### config.mk
export PLATFORM = sky130hd
export DESIGN_NAME = alt_seq_tx
export DESIGN_NICKNAME = d
export VERILOG_FILES = /design/src/rtl/alt_seq_tx.sv
export SDC_FILE = /design/constraint.sdc
export NUM_CORES = 1
export LEC_CHECK = 0
export CAP_MARGIN = 20
export CELL_PAD_IN_SITES_DETAIL_PLACEMENT = 2
export CELL_PAD_IN_SITES_GLOBAL_PLACEMENT = 2
export CORE_ASPECT_RATIO = 1.1
export CORE_MARGIN = 2
export CORE_UTILIZATION = 27
export DETAILED_ROUTE_END_ITERATION = 12
export HOLD_SLACK_MARGIN = 0.03
export PLACE_DENSITY = 0.78
export SYNTH_ARGS = -nofsm -noshare
export SYNTH_HDL_FRONTEND = slang
export SYNTH_SLANG_ARGS = --single-unit
### constraint.sdc
create_clock -name clk -period 2.41 [get_ports clk]
set_input_delay 0.3615 -clock clk [delete_from_list [all_inputs] [get_ports clk]]
set_output_delay 0.3615 -clock clk [all_outputs]
set_load 0.02 [all_outputs]
### src/rtl/alt_seq_tx.sv
// Alternating-bit burst transmitter: emits len bits starting at phase, stalls on pause,
// then pulses done for one cycle before returning to idle.
module alt_seq_tx #(
  parameter int LW = 4
) (
  input  logic          clk,
  input  logic          reset,
  input  logic          start,
  input  logic [LW-1:0] len,
  input  logic          phase,
  input  logic          pause,
  output logic          x,
  output logic          valid,
  output logic          busy,
  output logic          done,
  output logic [LW-1:0] sent
);

  typedef enum logic [1:0] {
    IDLE = 2'd0,
    SEND = 2'd1,
    DONE = 2'd2
  } state_t;

  state_t        state_q, state_d;
  logic [LW-1:0] len_q, len_d;
  logic [LW-1:0] sent_q, sent_d;
  logic          phase_q, phase_d;

  always_ff @(posedge clk) begin
    if (reset) begin
      state_q <= IDLE;
      len_q   <= '0;
      sent_q  <= '0;
      phase_q <= 1'b0;
    end else begin
      state_q <= state_d;
      len_q   <= len_d;
      sent_q  <= sent_d;
      phase_q <= phase_d;
    end
  end

  // sent cannot wrap: it only advances while below the latched length, which is at least 1 in SEND.
  always_comb begin
    state_d = state_q;
    len_d   = len_q;
    sent_d  = sent_q;
    phase_d = phase_q;
    case (state_q)
      IDLE: begin
        if (start) begin
          len_d   = len;
          phase_d = phase;
          sent_d  = '0;
          state_d = (len == '0) ? DONE : SEND;
        end
      end
      SEND: begin
        if (!pause) begin
          sent_d = sent_q + 1'b1;
          if (sent_d == len_q) state_d = DONE;
        end
      end
      DONE:    state_d = IDLE;
      default: state_d = IDLE;
    endcase
  end

  // While paused, x repeats the previously emitted bit, or phase if nothing has gone out yet.
  always_comb begin
    x     = 1'b0;
    valid = 1'b0;
    done  = 1'b0;
    busy  = (state_q != IDLE);
    case (state_q)
      SEND: begin
        valid = !pause;
        if (!pause)               x = phase_q ^ sent_q[0];
        else if (sent_q == '0)    x = phase_q;
        else                      x = ~(phase_q ^ sent_q[0]);
      end
      DONE:    done = 1'b1;
      default: ;
    endcase
  end

  assign sent = sent_q;

endmodule

==> impl_metrics.json, run 1 <==
{
  "status": "finished, final reports clean",
  "crit_arrival_ns": 1.95,
  "hold_violations": 0,
  "cts_tree": "built",
  "core_area_um2": 2020,
  "grt_pass1_vias": 611,
  "io_pins": 17,
  "htreeDepth": 1,
  "start_util": 0.288,
  "die_area_um2": 2540,
  "synth_edf_count": 0,
  "gp_congestion": 0.713,
  "cts_sinks": 11,
  "cts_root_buf": "clkbuf_4",
  "power_density_nw_per_um2": 494,
  "rsz0062_at_grt": "false",
  "pre_cts_slack_ns": -0.128,
  "startpoint_type": "primary input",
  "timing.slew.headroom": 0.708,
  "max_cap_violations": 0,
  "synth-seq-cells": 11,
  "die_y_um": 52.7,
  "grt_max_degree": 12,
  "drt_drc_violations_left": 0,
  "p_leak_nw": 0.355,
  "grt_usage": 0.168,
  "wl_mm": 1.80,
  "r2r_start": "sent[1]$_SDFFE_PP0P_",
  "fillers": 236,
  "cts_buffers": 3,
  "synth_cells": 66,
  "min-delay-start": "phase_q$_SDFFE_PP0P_",
  "max_slew.worst_pin.slew_ns": 0.436,
  "crit_start": "pause",
  "ys.flop_type": "dfxtp_1",
  "end_kind": "output pin",
  "min_period_ns": 2.31,
  "drt-pass1-iter-count": 3,
  "finalNetCount": 102,
  "seq_area_frac_synth": 0.378,
  "grt.overflow.total": 0,
  "setup_violations": 0,
  "drtAntennaViolNets": 0,
  "finalSetupTns_ns": 0,
  "synth_warnings": 0,
  "dp.cells": 114,
  "synth.area.top_cells": "dfxtp_1 (38%), mux2i_1 (8.6%), nor2_1 (7.7%), xnor2_1 (6.0%), ha_1 (4.3%)",
  "final_cells": 118,
  "clk_latency_ns": 0.26,
  "clockBufferDepth": 2,
  "via_count": 570,
  "ys_types": 27,
  "first_iter_violations": 3,
  "syn_area_per_cell_um2": 8.82,
  "finalCritPeriodShare": 0.959,
  "final_core_util": 0.415,
  "yosys.area.top_type": "dfxtp_1",
  "clk_pin_slew_ns": 0.07,
  "port_buffers": 16,
  "critical_path_class": "in -> out",
  "synthArstFlopShare": 0,
  "fin_hold_ws_ns": 0.534,
  "vias_per_cell": 4.83,
  "cts_setup_buffers": 0,
  "synthesis.nets": 77,
  "ir_drop_mv": 0.298,
  "critPathMaxFanout": 4,
  "drive_above_1_share": 0.144,
  "place_hpwl_mm": 1.40,
  "antenna_found_initial": 0,
  "row_count": 17,
  "timing.final.ws_setup_ns": 0.0989,
  "die_x_um": 48.3,
  "grt_pass1_wl_mm": 2.93,
  "yosys.area.top_type_share": 0.378,
  "synth_area_um2": 582,
  "post_drt_wl_per_cell_um": 15.3,
  "required_ns": 2.05,
  "max_freq_mhz": 433,
  "slew_viol_final": 0,
  "antennaDiodeCount": 0,
  "fin_worst_skew_ns": 0.000455,
  "min-delay-path-class": "reg -> reg",
  "areaGrowthSynthToFinish_pct": 44.3
}
sequential cells by signal, summed over array words and instances (netlist names):
name	flops
sent	4
len_q	4
phase_q	1
state_q	2
report_power, final:
part	internal [W]	switching, W	leakage (nW)
clock network	0.0000613	0.0000650	0.0177
logic	0.0000465	0.0000427	0.248
registers	0.000190	0.00000877	0.0899
total	0.000298	0.000116	0.355
area by class of cell:
type                    count  area (um^2)  share of cell area
repair buffers             21          193               0.230
inverters                   4         15.0              0.0179
well taps                  28         35.0              0.0417
flip-flops and latches     11          220               0.262
clock buffers               3         22.5              0.0268
clock inverters             1         5.00             0.00596
multi-input cells          50          349               0.416
cell families after synthesis:
family | after synthesis | share of synthesized area
mux | 5 | 0.0860
simple gates | 27 | 0.267
fa+ha+maj | 2 | 0.0430
xor+xnor | 6 | 0.0903
compound gates | 10 | 0.103
flops | 11 | 0.378
buf+inv | 5 | 0.0322
stage by stage:
stage | power [W] | cell area, um^2
6_report | 0.000415 | 840
5_1_grt | 0.000440 | 840
4_1_cts | 0.000420 | 840
3_5_place_dp | 0.000292 | 811
3_3_place_gp | 0.000288 | 811
2_1_floorplan | 0.000248 | 582
per-layer routing:
layer	GRT usage	vias up	wire length [um]
met1	0.191	278	794
met3	0.0310	2	31
li1	-	280	-
met5	0	-	0
met2	0.294	10	949
met4	0.0676	0	26
critical path, cell delays in order:
cell and delay (ns):
clkdlybuf4s50_1 0.46, or3b_1 0.42, inv_1 0.11, clkdlybuf4s50_1 0.61
cell usage after synthesis (all sizes together), types with 2 or more instances:
master / instances
nor2: 12
mux2i: 5
xor2: 2
dfxtp: 11
nor3: 2
a21oi: 4
xnor2: 4
inv: 4
o21ai: 3
ha: 2
nor3b: 2
final timing paths:
check             slack, ns                       to  cells after the start
hold reg to reg        0.53     phase_q$_SDFFE_PP0P_                      2
setup / recovery        0.1                    valid                      4
setup reg to reg       0.78  state_q[0]$_SDFFE_PP0P_                      6
hold / removal         0.53     phase_q$_SDFFE_PP0P_                      2
cell usage in the layout (no fill, tap or decap), types with 2 or more instances in the layout:
| cell | count |
|---|---|
| nor2_1 | 12 |
| o21ai_0 | 3 |
| buf_4 | 5 |
| ha_1 | 2 |
| clkbuf_4 | 3 |
| a21oi_1 | 4 |
| xnor2_1 | 4 |
| nor3_1 | 2 |
| mux2i_1 | 5 |
| xor2_1 | 2 |
| dfxtp_1 | 11 |
| clkdlybuf4s50_1 | 15 |
| inv_1 | 4 |
what timing repair did:
item | 4_1_cts | 5_1_grt
hold buffers | 0 | 0
resized for setup | 4 | 2
cloned | 0 | 0
setup endpoints to repair | 1 | 1
(Power assumes the default switching activity.)
==> inputs of run 2 (changes only) <==
--- a/config.mk
+++ b/config.mk
@@ -5,7 +5,6 @@
 export SDC_FILE = /design/constraint.sdc
 export NUM_CORES = 1
 export LEC_CHECK = 0
-export CAP_MARGIN = 20
 export CELL_PAD_IN_SITES_DETAIL_PLACEMENT = 2
 export CELL_PAD_IN_SITES_GLOBAL_PLACEMENT = 2
 export CORE_ASPECT_RATIO = 1.1
==> results of run 2 <==
No change in the layout: final DEF, timing and power equal those of run 1.
==> inputs of run 3 (changes only) <==
--- a/config.mk
+++ b/config.mk
@@ -13,6 +13,7 @@
 export DETAILED_ROUTE_END_ITERATION = 12
 export HOLD_SLACK_MARGIN = 0.03
 export PLACE_DENSITY = 0.78
+export SKIP_LAST_GASP = 1
 export SYNTH_ARGS = -nofsm -noshare
 export SYNTH_HDL_FRONTEND = slang
 export SYNTH_SLANG_ARGS = --single-unit
==> results of run 3 <==
No change in the layout: final DEF, timing and power equal those of run 1.
